File: src/rtl/serial_tx_gen_pkg.sv
// Shared line levels, parity mode codes and FSM state encoding for the serial transmitter.
package serial_tx_gen_pkg;

    localparam logic MARKING   = 1'b1;
    localparam logic START_BIT = 1'b0;
    localparam logic STOP_BIT  = 1'b1;

    localparam int unsigned PAR_NONE = 0;
    localparam int unsigned PAR_EVEN = 1;
    localparam int unsigned PAR_ODD  = 2;

    localparam int unsigned MAX_DATA_W = 16;

    typedef enum logic [1:0] {
        ST_IDLE  = 2'd0,
        ST_SHIFT = 2'd1,
        ST_HOLD  = 2'd2
    } tx_state_e;

    // Data is zero-extended by the caller, so unused upper bits do not disturb the XOR.
    function automatic logic parity_bit(input logic [MAX_DATA_W-1:0] data,
                                        input int unsigned mode);
        return (^data) ^ logic'(mode == PAR_ODD);
    endfunction

endpackage

File: src/rtl/tx_bit_timer.sv
// Bit-time counter: bit_tick is high for one cycle, during the last cycle of each bit time.
module tx_bit_timer #(
    parameter int unsigned K = 4
) (
    input  logic clock,
    input  logic reset,
    input  logic restart,
    input  logic run,
    output logic bit_tick
);

    localparam int unsigned CW = $clog2(K);
    localparam logic [CW-1:0] LAST = CW'(K - 1);

    logic [CW-1:0] cnt;
    logic [CW-1:0] cnt_d;

    always_comb begin
        cnt_d = '0;
        if (!restart && run) begin
            cnt_d = (cnt == LAST) ? '0 : cnt + CW'(1);
        end
    end

    // Tick is registered from the next count so it lines up with cnt == K-1.
    always_ff @(posedge clock) begin
        if (reset) begin
            cnt      <= '0;
            bit_tick <= 1'b0;
        end else begin
            cnt      <= cnt_d;
            bit_tick <= run && !restart && (cnt_d == LAST);
        end
    end

endmodule

File: src/rtl/serial_tx_gen.sv
// Parallel-to-serial frame transmitter with dav_/rfd handshake, optional parity and 1-2 stop bits.
module serial_tx_gen
    import serial_tx_gen_pkg::*;
#(
    parameter int unsigned N      = 8,
    parameter int unsigned K      = 4,
    parameter int unsigned PARITY = 0,
    parameter int unsigned STOP   = 1
) (
    input  logic         clock,
    input  logic         reset,
    input  logic [N-1:0] data_in,
    input  logic         dav_,
    output logic         rfd,
    output logic         txd,
    output logic         busy
);

    localparam int unsigned PW = (PARITY != PAR_NONE) ? 1 : 0;
    localparam int unsigned F  = 1 + N + PW + STOP;
    localparam int unsigned BW = $clog2(F);
    localparam logic [BW-1:0] LAST_BIT = BW'(F - 1);

    if (N < 5 || N > MAX_DATA_W) begin : g_bad_n
        $error("serial_tx_gen: N=%0d is outside 5..16", N);
    end
    if (K < 2) begin : g_bad_k
        $error("serial_tx_gen: K=%0d must be at least 2", K);
    end
    if (PARITY > PAR_ODD) begin : g_bad_parity
        $error("serial_tx_gen: PARITY=%0d must be 0, 1 or 2", PARITY);
    end
    if (STOP < 1 || STOP > 2) begin : g_bad_stop
        $error("serial_tx_gen: STOP=%0d must be 1 or 2", STOP);
    end

    tx_state_e     state;
    tx_state_e     state_d;
    logic [F-1:0]  shreg;
    logic [F-1:0]  shreg_d;
    logic [F-1:0]  frame;
    logic [BW-1:0] bit_idx;
    logic [BW-1:0] bit_idx_d;
    logic          txd_d;
    logic          rfd_d;
    logic          busy_d;
    logic          accept;
    logic          bit_tick;

    tx_bit_timer #(.K(K)) u_timer (
        .clock    (clock),
        .reset    (reset),
        .restart  (accept),
        .run      (state == ST_SHIFT),
        .bit_tick (bit_tick)
    );

    // Full frame image, bit 0 first on the line; positions above data/parity are stop bits.
    always_comb begin
        frame      = {F{STOP_BIT}};
        frame[0]   = START_BIT;
        frame[N:1] = data_in;
        if (PARITY != PAR_NONE) begin
            frame[N+1] = parity_bit(MAX_DATA_W'(data_in), PARITY);
        end
    end

    always_comb begin
        state_d   = state;
        shreg_d   = shreg;
        bit_idx_d = bit_idx;
        txd_d     = txd;
        rfd_d     = rfd;
        busy_d    = busy;
        accept    = 1'b0;
        unique case (state)
            ST_IDLE: begin
                if (!dav_) begin
                    accept    = 1'b1;
                    state_d   = ST_SHIFT;
                    shreg_d   = frame;
                    bit_idx_d = '0;
                    txd_d     = START_BIT;
                    rfd_d     = 1'b0;
                    busy_d    = 1'b1;
                end
            end
            ST_SHIFT: begin
                if (bit_tick) begin
                    if (bit_idx == LAST_BIT) begin
                        bit_idx_d = '0;
                        txd_d     = MARKING;
                        busy_d    = 1'b0;
                        // A producer that already released dav_ may go again immediately.
                        state_d   = dav_ ? ST_IDLE : ST_HOLD;
                        rfd_d     = dav_;
                    end else begin
                        bit_idx_d = bit_idx + BW'(1);
                        shreg_d   = {STOP_BIT, shreg[F-1:1]};
                        txd_d     = shreg[1];
                    end
                end
            end
            ST_HOLD: begin
                if (dav_) begin
                    state_d = ST_IDLE;
                    rfd_d   = 1'b1;
                end
            end
            default: begin
                state_d   = ST_IDLE;
                bit_idx_d = '0;
                txd_d     = MARKING;
                rfd_d     = 1'b1;
                busy_d    = 1'b0;
            end
        endcase
    end

    always_ff @(posedge clock) begin
        if (reset) begin
            state   <= ST_IDLE;
            shreg   <= {F{STOP_BIT}};
            bit_idx <= '0;
            txd     <= MARKING;
            rfd     <= 1'b1;
            busy    <= 1'b0;
        end else begin
            state   <= state_d;
            shreg   <= shreg_d;
            bit_idx <= bit_idx_d;
            txd     <= txd_d;
            rfd     <= rfd_d;
            busy    <= busy_d;
        end
    end

endmodule

File: config.mk
export PLATFORM = sky130hd
export DESIGN_NAME = serial_tx_gen
export DESIGN_NICKNAME = d
export VERILOG_FILES = /design/src/rtl/serial_tx_gen_pkg.sv /design/src/rtl/tx_bit_timer.sv /design/src/rtl/serial_tx_gen.sv
export SDC_FILE = /design/constraint.sdc
export NUM_CORES = 1
export LEC_CHECK = 0
export ABC_AREA = 1
export ABC_CLOCK_PERIOD_IN_PS = 3700
export BUFFER_PORTS_ARGS = -buffer_cell sky130_fd_sc_hd__buf_2
export CORE_UTILIZATION = 58
export CTS_CLUSTER_SIZE = 30
export DETAILED_ROUTE_END_ITERATION = 12
export PLACE_DENSITY_LB_ADDON = 0.15
export SYNTH_ARGS = -nofsm -noshare
export SYNTH_HDL_FRONTEND = slang
export SYNTH_SLANG_ARGS = --single-unit
File: constraint.sdc
create_clock -name clock -period 3.7 [get_ports clock]
set_input_delay 0.185 -clock clock [delete_from_list [all_inputs] [get_ports clock]]
set_output_delay 0.185 -clock clock [all_outputs]
set_load 0.02 [all_outputs]
After elaboration in Yosys (flattened, before gate mapping)
Index checks and enable logic that the tools add are counted.
{"block": "classes", "add_sub_neg": 2, "n_eq_ne": 10, "muxes": 30, "n_bitwise": 1, "reduce_logical": 9}
{"operator": "two-way mux 10 bit", "n": 3}
{"operator": "case mux 10 bit (2 select lines)", "n": 1}
{"operator": "two-way mux 2 bit", "n": 7}
{"operator": "two-way mux 4 bit", "n": 3}
{"operator": "case mux 4 bit (3 select lines)", "n": 1}
{"operator": "AND reduction 4 bit", "n": 3}
{"operator": "two-way mux 1 bit", "n": 11}
{"operator": "inequality test 2 bit, second input constant", "n": 5}
{"operator": "case mux 1 bit (3 select lines)", "n": 3}
{"operator": "equality test 2 bit, second input constant", "n": 3}
{"operator": "case mux 2 bit (3 select lines)", "n": 1}
{"operator": "adder 4 x 1 -> 4 bit, second input constant", "n": 1}
{"operator": "equality test 4 bit, second input constant", "n": 1}
{"operator": "AND reduction 3 bit", "n": 1}
{"operator": "adder 2 x 1 -> 2 bit, second input constant", "n": 1}
{"operator": "equality test 2 x 1 -> 1 bit, second input constant", "n": 1}
{"operator": "logical AND 1 bit", "n": 2}
{"operator": "logical NOT 2 bit", "n": 1}
{"operator": "nonzero test 2 bit", "n": 1}
{"operator": "logical NOT 1 bit", "n": 1}
{"operator": "inverter 1 bit", "n": 1}
{"block": "totals", "regBits": 22, "word_cells": 60}

Depth between registers and ports, before layout
Gate-level depths: netlist of the first run.
{"block": "depth", "word_depth": 7, "ltp_mapped": 9}

Hierarchy
A second synthesis of the first run with hierarchy kept.
{"block": "unflattened", "hier_cells": 150, "hier_area_um2": 1027.2}
{"mod": "serial_tx_gen", "instances": 1, "cells_each": 137, "area_per_inst_um2": 919.6}
{"mod": "tx_bit_timer", "instances": 1, "cells_each": 13, "area_per_inst_um2": 107.6}

Worst setup path after synthesis of the first run
No wires, ideal clock.
{"block": "synth_timing", "kind": "flip-flop to flip-flop", "startpoint": "register bit_idx[1]", "endpoint": "register shreg[1]", "setup_ns": 0.121, "arrival_ns": 1.252, "required_time_ns": 3.579, "setup_slack_ns": 2.326, "path_stages_with_launch": 9, "synth_period_minus_slack_ns": 1.374, "path_cell_list": "dfxtp_1 inv_1 ha_1 nand2_1 nor2_2 a21oi_2 nand2_2 nand2_1 nand3_1"}
{"block": "synth_via", "elab_chain_len": 3}
{"item": "from (decl)", "line": "serial_tx_gen.sv:42", "rtl": "logic [BW-1:0] bit_idx;"}
{"item": "from (signal assigned)", "line": "serial_tx_gen.sv:131", "rtl": "bit_idx <= bit_idx_d;"}
{"item": "equality test 4 bit", "line": "serial_tx_gen.sv:90", "rtl": "if (bit_idx == LAST_BIT) begin"}
{"item": "inequality test 2 bit (no line)"}
{"item": "AND reduction 4 bit (no line)"}
{"item": "to (signal assigned)", "line": "serial_tx_gen.sv:123", "rtl": "shreg <= {F{STOP_BIT}};"}
{"item": "to (signal assigned)", "line": "serial_tx_gen.sv:130", "rtl": "shreg <= shreg_d;"}
{"item": "to (decl)", "line": "serial_tx_gen.sv:39", "rtl": "logic [F-1:0] shreg;"}
Every way passes these cells.
A chain may end at the register's enable or synchronous reset.

Final worst setup path of the first run
{"block": "layout_timing", "startpoint": "register bit_idx[1]", "endpoint": "register shreg[5]"}
Same word-level chain as after synthesis.

==> flow_metrics.py, run 1 <==
metrics = {
    "status": {
        "outcome": "complete, no violations",
    },
    "cts": {
        "cts_tree": "built",
        "cts_buffer_depth": 2,
        "clkSlewWorstSetupHoldPaths_ps": 110,
        "root_buffer": "clkbuf_4",
        "cts.sinks": 20,
        "h-tree-depth": 1,
        "clk_latency_ps": 300,
        "postCtsResizedCells": 0,
        "postCtsHoldBufs": 0,
        "cts_setup_buffers": 0,
        "cts_buffers": 3,
    },
    "die": {
        "die_area_um2": 1890,
        "start_util_pct": 63.9,
        "rows": 14,
        "core_um2": 1560,
        "ios": 14,
        "die-width_um": 43.4,
        "die_y_um": 43.4,
    },
    "sta": {
        "timing_max_transition_violations_final": 0,
        "rsz0062_at_grt": "false",
        "finalSetupTns_ps": 0,
        "slew_headroom_pct": 73.8,
        "period_needed_ps": 1630,
        "finalCritPeriodShare_pct": 44.2,
        "setup_violations": 0,
        "tightest_slew_ps": 393,
        "max_freq_mhz": 612,
        "skew_ps": 3.70,
        "post-route-worst-setup-slack_ps": 2070,
        "final_hold_viol_count": 0,
    },
    "setup_path": {
        "crit_path_top_delay_cell": "dfxtp_1",
        "critPathLaunchType": "flip-flop",
        "cp.arrival_ps": 1810,
        "cp_max_fo": 9,
        "cp_num_buf_inv": 1,
        "end_kind": "flip-flop",
        "critPathTopFamily": "simple AND/OR/NAND/NOR gates",
        "crit_type": "flip-flop to flip-flop",
        "cp_common_cell": "nand2_1",
        "max_stage_delay_ps": 390,
        "worstPathRequired_ps": 3880,
        "critical_path.cell_chain": "inv_1 > ha_1 > nand2_1 > nor2_2 > a21oi_2 > nand2_2 > nand2_1 > nand3_1",
    },
    "cells_and_area": {
        "drive_above_1_share_pct": 17.4,
        "layout_common_cells": "49 x nand2_1, 23 x nand3_1, 20 x dfxtp_1",
        "nNetsFinal": 171,
        "syn_to_final_growth_pct": 7.16,
        "num_antenna_cells": 0,
        "layout_commonest_cell": "nand2_1",
    },
    "power_and_ir_drop": {
        "ir_worst_vdd_mv": 0.299,
        "powerDensity_nw_per_um2": 422,
        "leakagePower_nw": 0.526,
    },
    "placement": {
        "hpwl_um": 1470,
        "gp_congestion": 0.792,
        "port_buffers": 13,
        "dp_slack_ps": 2080,
    },
    "synth": {
        "synth_area_um2": 996,
        "avgSynthCellArea_um2": 6.96,
        "ys_seq_area_share_pct": 40.2,
        "yosys_warnings": 0,
        "ys_types": 23,
        "syn_inst": 143,
        "syn_nets": 157,
        "ys_ff_latch": 20,
    },
    "worst_hold_path": {
        "hp-class": "input pin to flip-flop",
    },
    "flow_run": {
        "maxCapViolations": 0,
    },
    "global_routing": {
        "grtUsageMet3_pct": 2.92,
        "grt_overflow": 0,
        "antenna_found_initial": 0,
        "grt.busiest_layer": "met2",
        "track_usage_pct": 24.4,
        "grt_first_pass_wirelength_um": 3420,
        "globalRouteMet2Util_pct": 40.6,
        "grt_util_met1_pct": 31.2,
        "grt_pass1_vias": 849,
        "grt_max_degree": 14,
    },
    "routing": {
        "num_vias": 939,
        "dr.pass1.iters": 4,
        "wl_um": 1960,
        "vias_per_cell": 5.49,
        "drc": 0,
        "ant_nets": 0,
        "drtIter0Drc": 26,
        "avgRoutedWirePerCell_um": 11.5,
    },
}
-- logic make-up after synthesis --
family | count (synthesis) | synth area share [%]
AO/OA/AOI/OAI | 8 | 4.40
XOR/XNOR | 1 | 0.880
adder cells (fa/ha/maj) | 3 | 3.77
buffers and inverters | 17 | 8.54
flip-flops | 20 | 40.2
AND/OR/NAND/NOR | 94 | 42.2
-- final cells by class --
cell class / count / area (µm²)
multi-input combinational: 106 / 510
fill: 140 / 492
sequential: 20 / 400
timing repair buffer: 13 / 65.1
inverter: 13 / 48.8
clock buffer: 3 / 22.5
tap: 16 / 20.0
-- cells in the mapped netlist (all sizes together) --
cell,count,share of area [%]
xnor2,1,0.88
dfxtp,20,40
nor2,11,5.2
nand4,2,1.3
nand3,24,13
nor3,3,1.5
nand3b,1,0.75
clkbuf,3,2.5
ha,3,3.8
or2,1,0.63
o21ai,2,1.0
a21oi,6,3.4
buf,1,1.1
inv,13,4.9
nand2,52,20
-- worst paths after layout --
path,start,endpoint,slack (ps),depth (start not counted)
worst max register to register,bit_idx[1],shreg[5],2070,8
worst min-delay path,reset,bit_idx[2],160,2
worst min register to register,shreg[3],shreg[3],470,2
worst max-delay path,bit_idx[1],shreg[5],2070,8
-- report_power, final --
group          switching [W]  internal (W)  leakage (nW)
sequential         0.0000134      0.000235         0.165
clock              0.0000631     0.0000380        0.0138
combinational      0.0000651     0.0000360         0.347
-- metrics by stage --
step / power, W / util [%] / cell area (µm²) / hold WS, ps / std cells
2_1_floorplan: 0.000333 / - / 996 / 392 / 143
3_5_place_dp: 0.000354 / 67.0 / 1040 / 447 / 168
5_1_grt: 0.000478 / 68.5 / 1070 / 166 / 171
4_1_cts: 0.000456 / 68.5 / 1070 / 145 / 171
6_report: 0.000451 / 68.5 / 1070 / 160 / 171
3_3_place_gp: 0.000350 / 67.0 / 1040 / 438 / 168
-- sequential cells by signal, indices dropped and copies added (netlist names) --
name,flops
bit_idx,4
busy,1
rfd,1
shreg,8
state,2
txd,1
u_timer.bit_tick,1
u_timer.cnt,2
-- layer usage --
layer / part of all wire, % / routed length (µm)
met4: 1.6 / 31
met5: 0 / 0
met1: 46 / 897
met2: 48 / 933
met3: 5.0 / 99
No activity file was read; power rests on OpenSTA's default activity.
==> run 2: changes to the inputs <==
Settings changed: ABC_AREA 1 to 0, ABC_CLOCK_PERIOD_IN_PS 3700 to 1400, CORE_UTILIZATION 58 to 49.
Clock period 3.7 ns to 1.4 ns, I/O delays scaled along.
==> run 2 against run 1 <==
Area after synthesis up 1.5%. Count of clock-buffer cells in the layout unchanged. Sequential power rose to 2.5 times the previous value. Total power rose to 2.9 times the previous value. Worst setup slack worse by 2000 ps. Critical path depth down 3. Synthesized cell count down 21%.
==> flow_metrics.py, run 2 <==
metrics = {
    "die": {
        "die_area_um2": 2250,
        "die_y_um": 47.4,
        "die-width_um": 47.4,
        "start_util_pct": 52.1,
        "core_um2": 1940,
        "rows": 16,
        "ios": 14,
    },
    "power_and_ir_drop": {
        "p_clk_share_pct": 36.4,
        "leakagePower_nw": 0.583,
        "swShare_pct": 23.7,
        "powerDensity_nw_per_um2": 1000,
        "internal_power_w": 0.000993,
        "ir_worst_vdd_mv": 0.789,
        "pwr-share-seq_pct": 48.1,
        "pwr-share-comb_pct": 15.5,
        "switchingPower_w": 0.000309,
    },
    "status": {
        "outcome": "complete, no violations",
    },
    "setup_path": {
        "reg2regPathDepth": 6,
        "cp_max_fo": 5,
        "cp_num_buf_inv": 2,
        "endpoint": "shreg[1]",
        "critPathLaunchType": "input pin",
        "end_kind": "flip-flop",
        "max_stage_delay_ps": 530,
        "critical_path.cell_chain": "dlygate4sd3_1 > buf_2 > or2_1 > a211o_4 > mux2i_1",
        "r2r_end": "bit_idx[0]",
        "cp.depth": 5,
        "reg2reg_slack_ps": 60,
        "cp.arrival_ps": 1540,
        "worstPathRequired_ps": 1590,
        "critPathTopFamily": "buffers and inverters",
        "crit_start": "dav_",
        "crit_path_top_delay_cell": "dlygate4sd3_1",
        "crit_type": "input pin to flip-flop",
        "rr_startpoint": "bit_idx[1]",
    },
    "sta": {
        "finalSetupTns_ps": 0,
        "rsz0062_at_grt": "true",
        "slew_headroom_pct": 69.5,
        "skew_ps": 7.23,
        "final_hold_viol_count": 0,
        "timing_max_transition_violations_final": 0,
        "finalCritPeriodShare_pct": 96.5,
        "setup_violations": 0,
        "max_freq_mhz": 740,
        "period_needed_ps": 1350,
        "tightest_slew_ps": 457,
    },
    "cts": {
        "root_buffer": "clkbuf_4",
        "h-tree-depth": 1,
        "clkSlewWorstSetupHoldPaths_ps": 120,
        "cts_buffer_depth": 2,
        "cts_tree": "built",
        "clk_latency_ps": 300,
        "cts.sinks": 20,
        "cts_buffers": 3,
    },
    "cells_and_area": {
        "layout_common_cells": "16 x dfxtp_1, 16 x buf_4, 13 x buf_2",
        "top_register": "shreg",
        "syn_to_final_growth_pct": 28.2,
        "drive_above_1_share_pct": 31.7,
        "top_regs": "shreg: 8 flops, bit_idx: 4 flops",
        "largest_register_ff_count": 8,
        "num_antenna_cells": 0,
        "nNetsFinal": 154,
        "utilization_pct": 66.8,
    },
    "synth": {
        "ys_seq_area_share_pct": 39.6,
        "yosys_warnings": 0,
        "avgSynthCellArea_um2": 8.95,
        "syn_inst": 113,
        "synthTopCellsByArea": "dfxtp_1 40%, mux2i_1 7.9%, and3b_1 6.1%, a211oi_1 5.9%, nor2_1 4.1%",
        "ys_ff_latch": 20,
        "yosys.area.top_type_share_pct": 39.6,
        "ys_types": 33,
        "syn_nets": 127,
        "synth_area_leader_cell": "dfxtp_1",
        "synth.most_common_cell": "dfxtp_1",
        "synth_area_um2": 1010,
        "synth_edf_count": 0,
        "ys.flop_type": "dfxtp_1",
        "synthTopCellsByCount": "20 x dfxtp_1, 11 x nor2_1, 8 x a211oi_1, 8 x mux2i_1",
        "async_reset_ff_share_pct": 0,
    },
    "global_routing": {
        "antenna_found_initial": 0,
        "grt_first_pass_wirelength_um": 3410,
        "grt_max_degree": 27,
        "track_usage_pct": 21.9,
        "grt_overflow": 0,
        "grt_pass1_vias": 793,
    },
    "routing": {
        "drc": 0,
        "ant_nets": 0,
        "wl_um": 2440,
        "dr.pass1.iters": 4,
        "num_vias": 951,
        "avgRoutedWirePerCell_um": 14.7,
        "vias_per_cell": 5.73,
        "drtIter0Drc": 18,
    },
    "flow_run": {
        "maxCapViolations": 0,
    },
    "placement": {
        "gp_congestion": 0.811,
        "port_buffers": 13,
        "hpwl_um": 1590,
    },
    "worst_hold_path": {
        "hp-class": "input pin to flip-flop",
    },
}
-- run 2: metrics by stage --
step	cell area [µm²]	instances	power (W)	hold WS (ps)	worst slack [ps]
after CTS	1260	165	0.00130	24.6	-17.2
final	1300	166	0.00130	27.0	48.6
after floorplan	1010	113	0.000762	149	33.1
after detailed placement	1180	159	0.000825	298	-124
after global placement	1180	159	0.000818	293	-83.5
after global routing	1300	166	0.00135	45.5	-14.2
-- run 2: timing repair --
item	CTS	global route
pin swaps	2	4
resized for setup	3	10
setup endpoints to repair	12	13
buffers inserted	0	1
endpoints found under the hold margin	1	0
cloned	1	0
hold buffers	1	0
-- run 2: worst min-delay path: cells and delay by family --
family          cells  cell delay [ps]
compound gates      1               50
buf+inv             1               70
mux                 1              100
-- run 2: cell type report --
cell class / instances / area (µm²)
clock buffers: 3 / 22.5
clock inverters: 1 / 30.0
fillers: 153 / 646
inverters: 4 / 15.0
multi-input cells: 81 / 594
flip-flops and latches: 20 / 405
well taps: 27 / 33.8
repair buffers: 30 / 195
-- run 2: how the worst min path moves through the flow --
| stage | startpoint | endpoint | slack [ps] | cells after the start |
|---|---|---|---|---|
| floorplan | dav_ | state[1] | 150 | 1 |
| global placement | dav_ | state[1] | 290 | 2 |
| detailed placement | dav_ | state[1] | 300 | 2 |
| CTS | data_in[4] | shreg[5] | 20 | 3 |
| global route | data_in[7] | shreg[8] | 50 | 3 |
| finish | data_in[4] | shreg[5] | 30 | 3 |
-- run 2: kinds of logic after synthesis --
group | after synthesis | synth area share [%]
adders and majority gates | 3 | 3.71
DFF | 20 | 39.6
and+or+nand+nor | 43 | 25.0
buffers and inverters | 13 | 5.69
AOI/OAI and AO/OA | 26 | 18.1
muxes | 8 | 7.92
-- run 2: routing by layer --
layer / vias up / global-route usage (%) / wire [µm]
li1: 470 / - / -
met1: 462 / 28.2 / 1170
met2: 17 / 37.5 / 1180
met3: 2 / 2.26 / 66
met4: 0 / 8.57 / 14
met5: - / 0 / 0
-- run 2: power by group through the flow --
stage / sequential, W / clock (W) / combinational (W)
after global placement: 0.000636 / 0 / 0.000182
final: 0.000627 / 0.000474 / 0.000202
after floorplan: 0.000643 / 0 / 0.000119
after CTS: 0.000626 / 0.000481 / 0.000198
after global routing: 0.000631 / 0.000500 / 0.000219
after detailed placement: 0.000638 / 0 / 0.000186
